[src/rtl/lcd_pkg.sv]
// Shared definitions for the LCD timing generator: axis phase encoding,
// default panel timing and the colour-bar palette.
package lcd_pkg;

   typedef enum logic [1:0] {
      PH_SYNC   = 2'd0,
      PH_BACK   = 2'd1,
      PH_ACTIVE = 2'd2,
      PH_FRONT  = 2'd3
   } phase_t;

   localparam int unsigned DEF_H_ACTIVE = 480;
   localparam int unsigned DEF_H_PULSE  = 4;
   localparam int unsigned DEF_H_BP     = 43;
   localparam int unsigned DEF_H_FP     = 8;
   localparam int unsigned DEF_V_ACTIVE = 272;
   localparam int unsigned DEF_V_PULSE  = 4;
   localparam int unsigned DEF_V_BP     = 12;
   localparam int unsigned DEF_V_FP     = 8;
   localparam int unsigned DEF_WIN_X    = 160;
   localparam int unsigned DEF_WIN_Y    = 18;
   localparam int unsigned WIN_SIZE     = 256;

   // RGB565 colour of bar 0..7, left to right.
   function automatic logic [15:0] bar_rgb565(input logic [2:0] bar);
      bar_rgb565 = 16'h0000;
      case (bar)
         3'd0: bar_rgb565 = 16'hFFFF;
         3'd1: bar_rgb565 = 16'hFFE0;
         3'd2: bar_rgb565 = 16'h07FF;
         3'd3: bar_rgb565 = 16'h07E0;
         3'd4: bar_rgb565 = 16'hF81F;
         3'd5: bar_rgb565 = 16'hF800;
         3'd6: bar_rgb565 = 16'h001F;
         default: bar_rgb565 = 16'h0000;
      endcase
   endfunction

endpackage

[src/rtl/lcd_axis_fsm.sv]
// One timing axis: SYNC -> BACK -> ACTIVE -> FRONT phase FSM with an in-phase
// counter. Next-state values are exported so the top can look one clock ahead.
module lcd_axis_fsm
   import lcd_pkg::*;
#(
   parameter int unsigned P_PULSE  = 4,
   parameter int unsigned P_BACK   = 43,
   parameter int unsigned P_ACTIVE = 480,
   parameter int unsigned P_FRONT  = 8,
   parameter int unsigned CNT_W    = 10
) (
   input  logic             pixel_clk,
   input  logic             rst,
   input  logic             advance,
   output phase_t           phase,
   output logic [CNT_W-1:0] cnt,
   output phase_t           phase_nxt,
   output logic [CNT_W-1:0] cnt_nxt,
   output logic             wrap
);

   localparam logic [CNT_W-1:0] PULSE_M1  = CNT_W'(P_PULSE - 1);
   localparam logic [CNT_W-1:0] BACK_M1   = CNT_W'(P_BACK - 1);
   localparam logic [CNT_W-1:0] ACTIVE_M1 = CNT_W'(P_ACTIVE - 1);
   localparam logic [CNT_W-1:0] FRONT_M1  = CNT_W'(P_FRONT - 1);

   logic [CNT_W-1:0] len_m1;

   always_ff @(posedge pixel_clk or negedge rst) begin
      if (!rst) begin
         phase <= PH_SYNC;
         cnt   <= '0;
      end else begin
         phase <= phase_nxt;
         cnt   <= cnt_nxt;
      end
   end

   // The counter restarts at zero on every phase change; wrap marks the
   // last clock of FRONT so the next axis up can advance.
   always_comb begin
      len_m1    = PULSE_M1;
      phase_nxt = phase;
      cnt_nxt   = cnt;
      wrap      = 1'b0;
      case (phase)
         PH_SYNC:   len_m1 = PULSE_M1;
         PH_BACK:   len_m1 = BACK_M1;
         PH_ACTIVE: len_m1 = ACTIVE_M1;
         default:   len_m1 = FRONT_M1;
      endcase
      if (advance) begin
         if (cnt == len_m1) begin
            cnt_nxt = '0;
            case (phase)
               PH_SYNC:   phase_nxt = PH_BACK;
               PH_BACK:   phase_nxt = PH_ACTIVE;
               PH_ACTIVE: phase_nxt = PH_FRONT;
               default: begin
                  phase_nxt = PH_SYNC;
                  wrap      = 1'b1;
               end
            endcase
         end else begin
            cnt_nxt = cnt + 1'b1;
         end
      end
   end

endmodule

[src/rtl/lcd_timing_gen.sv]
// LCD panel timing generator with a 256x256 frame-buffer window and a
// look-ahead RAM address. Define LCD_TESTPAT_EN to add the tp_rgb colour bars.
module lcd_timing_gen
   import lcd_pkg::*;
#(
   parameter int unsigned H_ACTIVE = DEF_H_ACTIVE,
   parameter int unsigned H_PULSE  = DEF_H_PULSE,
   parameter int unsigned H_BP     = DEF_H_BP,
   parameter int unsigned H_FP     = DEF_H_FP,
   parameter int unsigned V_ACTIVE = DEF_V_ACTIVE,
   parameter int unsigned V_PULSE  = DEF_V_PULSE,
   parameter int unsigned V_BP     = DEF_V_BP,
   parameter int unsigned V_FP     = DEF_V_FP,
   parameter int unsigned WIN_X    = DEF_WIN_X,
   parameter int unsigned WIN_Y    = DEF_WIN_Y
) (
   input  logic        pixel_clk,
   input  logic        rst,
   output logic        lcd_hsync_n,
   output logic        lcd_vsync_n,
   output logic        lcd_den,
   output logic [9:0]  pix_x,
   output logic [8:0]  pix_y,
   output logic        line_start,
   output logic        frame_start,
   output logic        win_valid,
   output logic [11:0] win_addr
`ifdef LCD_TESTPAT_EN
   ,
   output logic [15:0] tp_rgb
`endif
);

   localparam logic [10:0] WX_LO = 11'(WIN_X);
   localparam logic [10:0] WX_HI = 11'(WIN_X + WIN_SIZE);
   localparam logic [9:0]  WY_LO = 10'(WIN_Y);
   localparam logic [9:0]  WY_HI = 10'(WIN_Y + WIN_SIZE);
   localparam logic [7:0]  WIN_X8 = 8'(WIN_X);
   localparam logic [7:0]  WIN_Y8 = 8'(WIN_Y);

   logic       run;
   logic       line_entry;
   logic       frame_entry;
   phase_t     h_phase, h_phase_nxt, v_phase, v_phase_nxt;
   logic [9:0] h_cnt, h_cnt_nxt;
   logic [8:0] v_cnt, v_cnt_nxt;
   logic       h_wrap, v_wrap;

   lcd_axis_fsm #(
      .P_PULSE(H_PULSE), .P_BACK(H_BP), .P_ACTIVE(H_ACTIVE), .P_FRONT(H_FP), .CNT_W(10)
   ) u_h_fsm (
      .pixel_clk(pixel_clk), .rst(rst), .advance(run),
      .phase(h_phase), .cnt(h_cnt), .phase_nxt(h_phase_nxt), .cnt_nxt(h_cnt_nxt),
      .wrap(h_wrap)
   );

   lcd_axis_fsm #(
      .P_PULSE(V_PULSE), .P_BACK(V_BP), .P_ACTIVE(V_ACTIVE), .P_FRONT(V_FP), .CNT_W(9)
   ) u_v_fsm (
      .pixel_clk(pixel_clk), .rst(rst), .advance(run && h_wrap),
      .phase(v_phase), .cnt(v_cnt), .phase_nxt(v_phase_nxt), .cnt_nxt(v_cnt_nxt),
      .wrap(v_wrap)
   );

   function automatic logic in_win(input phase_t hp, input logic [9:0] x,
                                   input phase_t vp, input logic [8:0] y);
      return (hp == PH_ACTIVE) && (vp == PH_ACTIVE) &&
             ({1'b0, x} >= WX_LO) && ({1'b0, x} < WX_HI) &&
             ({1'b0, y} >= WY_LO) && ({1'b0, y} < WY_HI);
   endfunction

`ifdef LCD_TESTPAT_EN
   localparam int unsigned BAR_W = (H_ACTIVE / 8 > 0) ? H_ACTIVE / 8 : 1;
   logic [9:0] bar_idx;
   logic [2:0] bar_sel;
   assign bar_idx = h_cnt / 10'(BAR_W);
   assign bar_sel = (bar_idx > 10'd7) ? 3'd7 : bar_idx[2:0];
`endif

   // run holds the FSMs for one clock after reset release, so the first
   // registered output of the frame lands on the second edge.
   always_ff @(posedge pixel_clk or negedge rst) begin
      if (!rst) begin
         run         <= 1'b0;
         line_entry  <= 1'b1;
         frame_entry <= 1'b1;
         lcd_hsync_n <= 1'b1;
         lcd_vsync_n <= 1'b1;
         lcd_den     <= 1'b0;
         pix_x       <= '0;
         pix_y       <= '0;
         line_start  <= 1'b0;
         frame_start <= 1'b0;
         win_valid   <= 1'b0;
         win_addr    <= '0;
`ifdef LCD_TESTPAT_EN
         tp_rgb      <= '0;
`endif
      end else begin
         run <= 1'b1;
         if (run) begin
            line_entry  <= h_wrap;
            frame_entry <= v_wrap;
            lcd_hsync_n <= (h_phase != PH_SYNC);
            lcd_vsync_n <= (v_phase != PH_SYNC);
            lcd_den     <= (h_phase == PH_ACTIVE) && (v_phase == PH_ACTIVE);
            pix_x       <= (h_phase == PH_ACTIVE) ? h_cnt : '0;
            pix_y       <= (v_phase == PH_ACTIVE) ? v_cnt : '0;
            line_start  <= line_entry;
            frame_start <= line_entry && frame_entry;
            win_valid   <= in_win(h_phase, h_cnt, v_phase, v_cnt);
            // Address of the pixel the FSMs move to next; held outside the window.
            if (in_win(h_phase_nxt, h_cnt_nxt, v_phase_nxt, v_cnt_nxt)) begin
               win_addr <= {6'((v_cnt_nxt[7:0] - WIN_Y8) >> 2),
                            6'((h_cnt_nxt[7:0] - WIN_X8) >> 2)};
            end
`ifdef LCD_TESTPAT_EN
            tp_rgb <= ((h_phase == PH_ACTIVE) && (v_phase == PH_ACTIVE)) ?
                      bar_rgb565(bar_sel) : 16'h0000;
`endif
         end
      end
   end

endmodule

[config.mk]
export PLATFORM = sky130hd
export DESIGN_NAME = lcd_timing_gen
export DESIGN_NICKNAME = d
export VERILOG_FILES = /design/src/rtl/lcd_pkg.sv /design/src/rtl/lcd_axis_fsm.sv /design/src/rtl/lcd_timing_gen.sv
export SDC_FILE = /design/constraint.sdc
export NUM_CORES = 1
export LEC_CHECK = 0
export ABC_AREA = 1
export BUFFER_PORTS_ARGS = -buffer_cell sky130_fd_sc_hd__buf_2
export CAP_MARGIN = 30
export CORE_UTILIZATION = 59
export DETAILED_ROUTE_END_ITERATION = 10
export MAX_ROUTING_LAYER = met4
export PLACE_DENSITY = 0.81
export SYNTH_ARGS = -nofsm -noshare
export SYNTH_HDL_FRONTEND = slang
export SYNTH_SLANG_ARGS = --single-unit
export TNS_END_PERCENT = 30
[constraint.sdc]
create_clock -name pixel_clk -period 3.07 [get_ports pixel_clk]
set_input_delay 0.307 -clock pixel_clk [delete_from_list [all_inputs] [get_ports pixel_clk]]
set_output_delay 0.307 -clock pixel_clk [all_outputs]
set_load 0.02 [all_outputs]
==> results_dict.tcl, run 1 <==
set metrics [dict create \
    via_per_inst 5.31 \
    clkSinkCount 63 \
    status "finished clean" \
    synth_most_common_cell "nand2_1" \
    cp_cell_sequence "buf_4 -> ha_1 -> nor2_1 -> nand2_1 -> nand2_1 -> nand3_4 -> nor2_8 -> buf_4 -> nand2_2 -> o21ai_0 -> nand4_1 -> nor2_2 -> nand3_4 -> buf_4 -> nor2_1 -> nor2_1" \
    end_kind "flip-flop" \
    drive_gt1_share_pct 25.2 \
    post-route-min-period_ps 2970 \
    grt_pass1_vias 2771 \
    syn_nets 479 \
    first_pass_iters 5 \
    yosys_warnings 0 \
    fp.dieArea_mm2 0.00647 \
    nNetsFinal 534 \
    core_mm2 0.00592 \
    routed_wirelength_mm 8.25 \
    dp_hpwl_mm 5.85 \
    fmax_mhz 337 \
    cts.clk_slew.worst_paths_ps 70 \
    die_w_um 80.4 \
    io_pins 39 \
    remaining_drc_errors 0 \
    cts_buffer_depth 2 \
    portBuffers 38 \
    skew_ps 7.71 \
    critPathKind "reg -> reg" \
    grt_pass1_wl_mm 12.9 \
    avgSynthCellArea_um2 7.89 \
    tightestPinTransition_ps 926 \
    cellPowerDensity_mw_per_mm2 621 \
    vias 3162 \
    synth_common_cells "nand2_1 (134), inv_1 (61), dfrtp_1 (59), nand3_1 (34), nor2_1 (31)" \
    crit_path_max_incr_delay_ps 410 \
    ir_drop_mv 0.390 \
    hold_viol 0 \
    worst_hold_path_type "in -> async" \
    grt_remaining_overflow 0 \
    cts_made_buffers 9 \
    die_y_um 80.4 \
    utilization_pct 72.1 \
    drv_cap 0 \
    synthCells 460 \
    row_count 28 \
    startpoint_type "flip-flop" \
    ant_nets 0 \
    ys_types 34 \
    ys_seq_area_share_pct 43.6 \
    numPlacedInstances 569 \
    placed_area_mm2 0.00392 \
    r2r_cells 16 \
    fin_tns_setup_ps 0 \
    cts-root-buf "clkbuf_8" \
    htree_levels 3 \
    wire_per_inst_um 13.9 \
    finalCritPeriodShare_pct 96.6 \
    n_antenna_cell 0 \
    setup_violations 0 \
    cp_slowest_cell "dfrtp_1" \
    yosys-top-cells-area "dfrtp_1 (41%), nand2_1 (14%), inv_1 (6.3%)" \
    cts_tree "yes" \
    fin_hold_ws_ps 89.5 \
    gr-usage-all-layers_pct 27.3 \
    crit_arrival_ps 3210 \
    yosysTopAreaCell "dfrtp_1" \
    r2r_slack_ps 100 \
    cts_hold_buffers 0 \
    fin_cells 595 \
    antenna_found_initial 0 \
    slew_viol_final 0 \
    syn_area_mm2 0.00363 \
    synth_top_area_share_pct 40.7 \
    r2r_start "u_h_fsm.phase[0]$_DFF_PN0_" \
    p_leak_nw 2.45 \
    ys_seq_elements 63 \
    reg2reg_to "win_addr[10]$_DFFE_PN0P_" \
    crit_fanout 9 \
    clock_latency_ps 350 \
    fillers 466 \
    grt_max_degree 43 \
    synth-edff-count 0 \
    synth_flop_cell "dfrtp_1" \
    drtIter0Drc 257 \
    total_power_mw 2.65 \
    syn_to_final_growth_pct 17.8 \
    maxSlewHeadroom_pct 38.3 \
    crit_required_ps 3310 \
    start_util_pct 61.3 \
    ys_async_sr_fraction_pct 100 \
    gp_congestion 0.915 \
    worst_slack_ps 104 \
    place_ws_ps 87.6 \
    final_cell_area_mm2 0.00427 \
]
[power breakdown]
| part | switching [mW] | leakage [nW] | total [mW] | internal (mW) |
|---|---|---|---|---|
| logic | 0.568 | 1.50 | 0.861 | 0.293 |
| clock network | 0.331 | 0.105 | 0.749 | 0.417 |
| registers | 0.116 | 0.846 | 1.04 | 0.926 |
[cell type report]
type,count,area [µm²],share of cell area (%)
Multi-Input combinational cell,318,1780,41.7
Sequential cell,63,1580,37.1
Timing Repair Buffer,55,352,8.23
Inverter,68,255,5.98
Clock buffer,11,151,3.54
Tap cell,75,93.8,2.20
Clock inverter,5,56.3,1.32
[state kept, by name (all words and copies together) (netlist names)]
| signal | count |
|---|---|
| frame_entry | 1 |
| frame_start | 1 |
| lcd_den | 1 |
| lcd_hsync_n | 1 |
| lcd_vsync_n | 1 |
| line_entry | 1 |
| line_start | 1 |
| pix_x | 10 |
| pix_y | 9 |
| run | 1 |
| u_h_fsm.cnt | 10 |
| u_h_fsm.phase | 2 |
| u_v_fsm.cnt | 9 |
| u_v_fsm.phase | 2 |
| win_addr | 12 |
| win_valid | 1 |
[worst max-delay path by stage]
| stage | start | end | slack [ps] | cells after the start |
|---|---|---|---|---|
| floorplan | u_h_fsm.phase[0]$_DFF_PN0_ | win_addr[5]$_DFFE_PN0P_ | 390 | 20 |
| detailed placement | u_h_fsm.phase[1]$_DFF_PN0_ | win_addr[9]$_DFFE_PN0P_ | 90 | 20 |
| finish | u_h_fsm.phase[0]$_DFF_PN0_ | win_addr[10]$_DFFE_PN0P_ | 100 | 16 |
| global placement | u_h_fsm.phase[0]$_DFF_PN0_ | win_addr[8]$_DFFE_PN0P_ | 270 | 20 |
| CTS | u_h_fsm.phase[1]$_DFF_PN0_ | win_addr[8]$_DFFE_PN0P_ | 60 | 20 |
| global route | u_h_fsm.phase[0]$_DFF_PN0_ | win_addr[0]$_DFFE_PN0P_ | -50 | 16 |
[layout by cell type (no fill, tap or decap), types with 2 or more instances in the layout]
cell      instances
nand3_2           4
or2_2             4
nor3_4            2
nor2_2            3
nand3b_1          2
inv_2             7
dfrtp_1          58
nor2_1           31
nand2_1         133
ha_1             14
clkbuf_8         11
nand4_1           8
xor2_1           10
nor3_1            3
ha_4              2
o21ai_1           2
nand3_4           3
buf_2            38
dfstp_2           4
o21ai_2          12
a21oi_1           2
buf_4            14
o21ai_0          27
clkinv_2          2
nand2_2          15
nand3_1          33
inv_1            60
[layer usage]
| layer | track usage (%) | wire length, µm | up-vias |
|---|---|---|---|
| li1 | - | - | 1548 |
| met1 | 36.4 | 3790 | 1485 |
| met2 | 42.0 | 3900 | 110 |
| met3 | 5.11 | 377 | 19 |
| met5 | - | 0 | - |
| met4 | 9.29 | 180 | 0 |
[worst max-delay path, delay by kind of cell (launching register included)]
family / cells / cell delay [ps]
AO/OA/AOI/OAI: 1 / 330
flip-flops: 1 / 410
AND/OR/NAND/NOR: 11 / 1440
adder cells (fa/ha/maj): 1 / 210
buffers and inverters: 3 / 460
[cell families (layout without fill, tap and decap cells)]
| kind of cell | Yosys count | in the layout | synth area share, % |
|---|---|---|---|
| simple gates | 242 | 243 | 31.0 |
| buf+inv | 80 | 139 | 8.90 |
| flops | 63 | 63 | 43.6 |
| compound gates | 46 | 46 | 7.86 |
| fa+ha+maj | 17 | 17 | 5.86 |
| xor+xnor | 11 | 11 | 2.66 |
| other cells | 1 | 1 | 0.103 |
[repair_timing]
action,in CTS,in global routing
buffers inserted,0,8
gates resized for setup,0,11
endpoints found under the setup margin,0,12
(Power assumes the default switching activity.)
==> run 2, diff against run 1 <==
--- a/config.mk
+++ b/config.mk
@@ -5,7 +5,6 @@
 export SDC_FILE = /design/constraint.sdc
 export NUM_CORES = 1
 export LEC_CHECK = 0
-export ABC_AREA = 1
 export BUFFER_PORTS_ARGS = -buffer_cell sky130_fd_sc_hd__buf_2
 export CAP_MARGIN = 30
 export CORE_UTILIZATION = 59
==> run 2 against run 1 <==
The run now ends with setup timing left. Hold slack gained 380 ps. First-iteration DRC count shrank 6.6%. Sequential power decreased by 7%. Largest power group unchanged. Register-to-register slack got worse by 420 ps. Area after synthesis is 2.2% lower. Die area is 2.2% lower. Sequential share of layout area down 1.7 points. Cell count is 14% lower.
==> results_dict.tcl, run 2 <==
set metrics [dict create \
    final_common_cell "buf_4" \
    syn_area_mm2 0.00355 \
    p_int_mw 1.58 \
    slew_viol_final 0 \
    cts-root-buf "clkbuf_8" \
    wire_per_inst_um 17.2 \
    synth_top_area_share_pct 41.6 \
    skew_ps 11.8 \
    clkPwrFrac_pct 29.8 \
    p_leak_nw 2.23 \
    failed_checks "setup timing" \
    cp_cell_sequence "inv_2 -> ha_4 -> or3_4 -> a211oi_4 -> nand4_4 -> o21ai_2 -> o21a_1 -> ha_2 -> o41ai_2 -> o22ai_2 -> nand3_2 -> o311ai_4 -> buf_12 -> mux2_4" \
    clock_latency_ps 340 \
    top_register "win_addr" \
    path_buf_inv 2 \
    drtIter0Drc 240 \
    cts_tree "yes" \
    maxSlewHeadroom_pct 57.5 \
    start_util_pct 62.9 \
    crit_required_ps 3290 \
    ys_types 58 \
    syn_nets 367 \
    cts_made_buffers 9 \
    grt_pass1_vias 2873 \
    fin_cells 514 \
    crit_path_max_incr_delay_ps 400 \
    power.share.sequential_pct 41.1 \
    yosys_warnings 0 \
    grt_pass1_wl_mm 14.4 \
    reg2reg_to "win_addr[11]$_DFFE_PN0P_" \
    layout_common_cells "buf_4 (60), dfrtp_1 (58), buf_2 (38)" \
    reg_top3 "win_addr (12), pix_x (10), u_h_fsm.cnt (10)" \
    grt_max_degree 40 \
    remaining_drc_errors 0 \
    synth_most_common_cell "dfrtp_1" \
    post-route-min-period_ps 3380 \
    crit_fanout 11 \
    die_w_um 79.5 \
    fp.dieArea_mm2 0.00632 \
    vias 3020 \
    routed_wirelength_mm 8.86 \
    setup_violations 12 \
    synth-edff-count 0 \
    worst_slack_ps -312 \
    portBuffers 38 \
    avgSynthCellArea_um2 10.2 \
    fillers 364 \
    critPathKind "reg -> reg" \
    p_sw_share_pct 32.7 \
    ir_drop_mv 0.574 \
    cts.clk_slew.worst_paths_ps 70 \
    power_frac_comb_pct 29.1 \
    hold_viol 0 \
    startpoint_type "flip-flop" \
    htree_levels 3 \
    r2r_slack_ps -310 \
    first_pass_iters 5 \
    core_mm2 0.00564 \
    die_y_um 79.5 \
    end_kind "flip-flop" \
    status "finished with violations" \
    n_antenna_cell 0 \
    ys_seq_elements 63 \
    gr-usage-all-layers_pct 31.2 \
    fmax_mhz 296 \
    largest_register_ff_count 12 \
    drv_cap 0 \
    r2r_start "u_h_fsm.phase[0]$_DFF_PN0_" \
    ys_async_sr_fraction_pct 100 \
    syn_to_final_growth_pct 26.3 \
    via_per_inst 5.88 \
    worst_hold_path_type "in -> async" \
    gp_congestion 0.988 \
    r2r_cells 14 \
    ant_nets 0 \
    ys_seq_area_share_pct 44.6 \
    synth_common_cells "dfrtp_1 (59), inv_1 (31), o21ai_0 (27), nand2_1 (24), nand3_1 (19)" \
    cts_buffer_depth 2 \
    p_sw_mw 0.767 \
    rsz0062_at_grt "yes" \
    yosysTopAreaCell "dfrtp_1" \
    clkSinkCount 63 \
    synthCells 348 \
    tightestPinTransition_ps 636 \
    cp_slowest_cell "dfrtp_1" \
    cellPowerDensity_mw_per_mm2 524 \
    finalCritPeriodShare_pct 110 \
    fin_hold_ws_ps 474 \
    drive_gt1_share_pct 34.6 \
    nNetsFinal 456 \
    row_count 27 \
    numPlacedInstances 490 \
    synth_flop_cell "dfrtp_1" \
    crit_arrival_ps 3600 \
    dp_hpwl_mm 6.35 \
    total_power_mw 2.35 \
    yosys-top-cells-area "dfrtp_1 (42%), ha_1 (6.0%), o21ai_0 (3.8%)" \
    grt_remaining_overflow 0 \
    io_pins 39 \
    crit_family "compound AO/OA/AOI/OAI gates" \
    antenna_found_initial 0 \
]
## run 2: through the flow
stage | TNS (ps) | cell area (µm²) | utilization (%) | worst slack (ps)
after detailed placement | -3580 | 4170 | 74.0 | -342
final | -3400 | 4480 | 79.4 | -312
after CTS | -3160 | 4450 | 78.9 | -289
after global placement | -1850 | 4170 | 74.0 | -195
after floorplan | -3600 | 3590 | - | -370
after global routing | -5310 | 4480 | 79.4 | -462
## run 2: per-layer routing
metal  track usage, %  vias up  part of all wire, %
met5                -        -                    0
met4             12.5        0                  2.2
met3             5.49       19                  5.6
met2             45.4      121                   46
met1             43.2     1494                   46
li1                 -     1386                    -
## run 2: power groups by stage
stage / Clock [mW] / Sequential, mW / Combinational [mW]
2_1_floorplan: 0 / 0.984 / 0.366
3_3_place_gp: 0 / 0.965 / 0.591
3_5_place_dp: 0 / 0.971 / 0.618
4_1_cts: 0.712 / 0.959 / 0.656
5_1_grt: 0.745 / 0.971 / 0.743
6_report: 0.699 / 0.965 / 0.682
## run 2: worst max path at each step
stage	startpoint	endpoint	slack (ps)	cells past startpoint
final	u_h_fsm.phase[0]$_DFF_PN0_	win_addr[11]$_DFFE_PN0P_	-310	14
after global routing	u_h_fsm.phase[0]$_DFF_PN0_	win_addr[10]$_DFFE_PN0P_	-460	14
after CTS	u_h_fsm.phase[0]$_DFF_PN0_	win_addr[1]$_DFFE_PN0P_	-290	14
after detailed placement	u_h_fsm.phase[0]$_DFF_PN0_	win_addr[0]$_DFFE_PN0P_	-340	14
after global placement	u_h_fsm.phase[1]$_DFF_PN0_	win_addr[1]$_DFFE_PN0P_	-200	13
after floorplan	u_h_fsm.phase[0]$_DFF_PN0_	win_addr[10]$_DFFE_PN0P_	-370	15
## run 2: cell families after synthesis
logic type	after synthesis	synth area share [%]
other	1	0.106
AO/OA/AOI/OAI	81	15.7
adder cells (fa/ha/maj)	17	6.00
XOR/XNOR	17	4.20
flip-flops	63	44.6
AND/OR/NAND/NOR	96	15.7
buffers and inverters	54	6.74
multiplexers	19	6.92
## run 2: cell type report
cell class | count | area [µm²] | share of cell area (%)
clock buffer | 12 | 145 | 3.24
clock inverter | 4 | 45.0 | 1.01
inverter | 31 | 116 | 2.60
multi-input combinational | 231 | 1810 | 40.4
sequential | 63 | 1580 | 35.3
tap | 72 | 90.1 | 2.01
timing repair buffer | 101 | 691 | 15.4
## run 2: what timing repair did
action / 4_1_cts / 5_1_grt
buffers inserted: 5 / 2
gates resized for setup: 4 / 3
endpoints found under the hold margin: 21 / 0
setup endpoints to repair: 12 / 12
hold buffers: 1 / 0
pin swaps: 2 / 1
==> run 3, diff against run 2 <==
--- a/config.mk
+++ b/config.mk
@@ -11,6 +11,7 @@
 export DETAILED_ROUTE_END_ITERATION = 10
 export MAX_ROUTING_LAYER = met4
 export PLACE_DENSITY = 0.81
+export RECOVER_POWER = 25
 export SYNTH_ARGS = -nofsm -noshare
 export SYNTH_HDL_FRONTEND = slang
 export SYNTH_SLANG_ARGS = --single-unit
==> run 3 against run 2 <==
The run still ends with setup timing left. Clock skew about the same. Power about the same. Sequential cell count unchanged. Register-to-register slack better by 20 ps. Via count down 1.1%. Worst setup slack better by 17 ps. Cell area down 0.45%. Fmax up 0.51%. Wire length about the same. Critical path type unchanged. Critical endpoint unchanged.
==> results_dict.tcl, run 3 (synthesized netlist as in run 2, its figures left out) <==
set metrics [dict create \
    top_register "win_addr" \
    numPlacedInstances 490 \
    fmax_mhz 297 \
    drv_cap 0 \
    htree_levels 3 \
    layout_common_cells "buf_4 (60), dfrtp_1 (58), inv_1 (30)" \
    power.share.sequential_pct 41.2 \
    crit_path_max_incr_delay_ps 400 \
    syn_to_final_growth_pct 25.8 \
    fp.dieArea_mm2 0.00632 \
    startpoint_type "flip-flop" \
    grt_pass1_wl_mm 14.4 \
    cts-root-buf "clkbuf_8" \
    routed_wirelength_mm 8.85 \
    grt_util_met3_pct 5.49 \
    skew_ps 11.8 \
    placed_area_mm2 0.00417 \
    crit_fanout 11 \
    maxSlewHeadroom_pct 16.0 \
    p_leak_nw 2.16 \
    grtUsageMet2_pct 45.4 \
    cellPowerDensity_mw_per_mm2 526 \
    setup_violations 12 \
    ant_nets 0 \
    r2r_cells 14 \
    end_kind "flip-flop" \
    cts_tree "yes" \
    cp_cell_sequence "inv_2 -> ha_4 -> or3_4 -> a211oi_4 -> nand4_4 -> buf_4 -> buf_4 -> buf_4 -> o21a_1 -> o22ai_2 -> nand3_2 -> o311ai_4 -> buf_12 -> mux2_4" \
    tightestPinTransition_ps 1260 \
    grt.busiest_layer "met2" \
    rsz0062_at_grt "yes" \
    worst_hold_path_type "reg -> reg" \
    final_cell_area_mm2 0.00446 \
    grt_remaining_overflow 0 \
    cts_buffer_depth 2 \
    core_mm2 0.00564 \
    gp_congestion 0.988 \
    place_ws_ps -342 \
    cts.clk_slew.worst_paths_ps 70 \
    die_y_um 79.5 \
    io_pins 39 \
    drtIter0Drc 235 \
    clkSinkCount 63 \
    portBuffers 38 \
    cp_slowest_cell "dfrtp_1" \
    finalCritPeriodShare_pct 110 \
    p_sw_share_pct 32.8 \
    nNetsFinal 456 \
    p_int_mw 1.58 \
    grt_pass1_vias 2873 \
    post-route-min-period_ps 3360 \
    grtUsageMet1_pct 43.2 \
    min_path_cells 2 \
    row_count 27 \
    clkPwrFrac_pct 29.9 \
    cp_num_cells 14 \
    grt_max_degree 40 \
    critPathKind "reg -> reg" \
    final_common_cell "buf_4" \
    drive_gt1_share_pct 31.0 \
    crit_arrival_ps 3580 \
    slew_viol_final 0 \
    utilization_pct 79.0 \
    reg_top3 "win_addr (12), pix_x (10), u_h_fsm.cnt (10)" \
    via_per_inst 5.81 \
    power_frac_comb_pct 28.9 \
    crit_top_cell "buf_4" \
    die_w_um 79.5 \
    ir_drop_mv 0.574 \
    crit_family "compound AO/OA/AOI/OAI gates" \
    total_power_mw 2.35 \
    n_antenna_cell 0 \
    hold_viol 0 \
    dp_hpwl_mm 6.35 \
    failed_checks "setup timing" \
    path_buf_inv 5 \
    gr-usage-all-layers_pct 31.2 \
    cts_made_buffers 9 \
    antenna_found_initial 0 \
    crit_required_ps 3290 \
    remaining_drc_errors 0 \
    start_util_pct 62.9 \
    status "finished with violations" \
    wire_per_inst_um 17.2 \
    vias 2986 \
    worst_slack_ps -294 \
    p_sw_mw 0.768 \
    clock_latency_ps 340 \
    first_pass_iters 5 \
    fin_cells 514 \
    largest_register_ff_count 12 \
]
[run 3: path summary, 6_finish.rpt]
| path | from | end | slack (ps) |
|---|---|---|---|
| max reg2reg | u_h_fsm.phase[0]$_DFF_PN0_ | win_addr[11]$_DFFE_PN0P_ | -290 |
| min reg2reg | lcd_vsync_n$_DFFE_PN1P_ | lcd_vsync_n$_DFFE_PN1P_ | 500 |
| max in group asynchronous | rst | line_entry$_DFFE_PN1P_ | 1300 |
| min in group asynchronous | rst | win_addr[2]$_DFFE_PN0P_ | 760 |
| max | u_h_fsm.phase[0]$_DFF_PN0_ | win_addr[11]$_DFFE_PN0P_ | -290 |
| min | lcd_vsync_n$_DFFE_PN1P_ | lcd_vsync_n$_DFFE_PN1P_ | 500 |
[run 3: layout make-up]
type,count,area (µm²)
multi-input cells,231,1810
inverters,31,116
repair buffers,101,671
clock buffers,12,145
flip-flops and latches,63,1580
fillers,373,1180
well taps,72,90.1
clock inverters,4,45.0
[run 3: through the flow]
stage	TNS (ps)	hold slack [ps]
2_1_floorplan	-3600	11.4
3_3_place_gp	-1850	294
3_5_place_dp	-3580	308
4_1_cts	-3160	471
5_1_grt	-5310	518
6_report	-3190	501
[run 3: worst register-to-register path, stage by stage (launching register included)]
cell and delay, ps:
dfrtp_1 400, inv_2 100, ha_4 170, or3_4 400
a211oi_4 280, nand4_4 180, buf_4 180, buf_4 120
buf_4 140, o21a_1 170, o22ai_2 170, nand3_2 130
o311ai_4 280, buf_12 190, mux2_4 310
[run 3: repair_timing]
| item | in CTS | in global routing |
|---|---|---|
| pin swaps | 2 | 1 |
| buffers inserted | 5 | 2 |
| hold buffers | 1 | 0 |
| setup endpoints to repair | 12 | 12 |
| hold endpoints to repair | 21 | 0 |
| gates resized for setup | 4 | 3 |
[run 3: power by group through the flow]
stage / logic [mW] / registers (mW) / clock network (mW)
after floorplan: 0.366 / 0.984 / 0
after global placement: 0.591 / 0.965 / 0
after detailed placement: 0.618 / 0.971 / 0
after CTS: 0.656 / 0.959 / 0.712
after global routing: 0.740 / 0.971 / 0.745
final: 0.678 / 0.966 / 0.702
[run 3: routing by layer]
| layer | routed length [µm] | share of wire [%] |
|---|---|---|
| met1 | 4130 | 47 |
| met2 | 4080 | 46 |
| met3 | 453 | 5.1 |
| met4 | 188 | 2.1 |
| met5 | 0 | 0 |
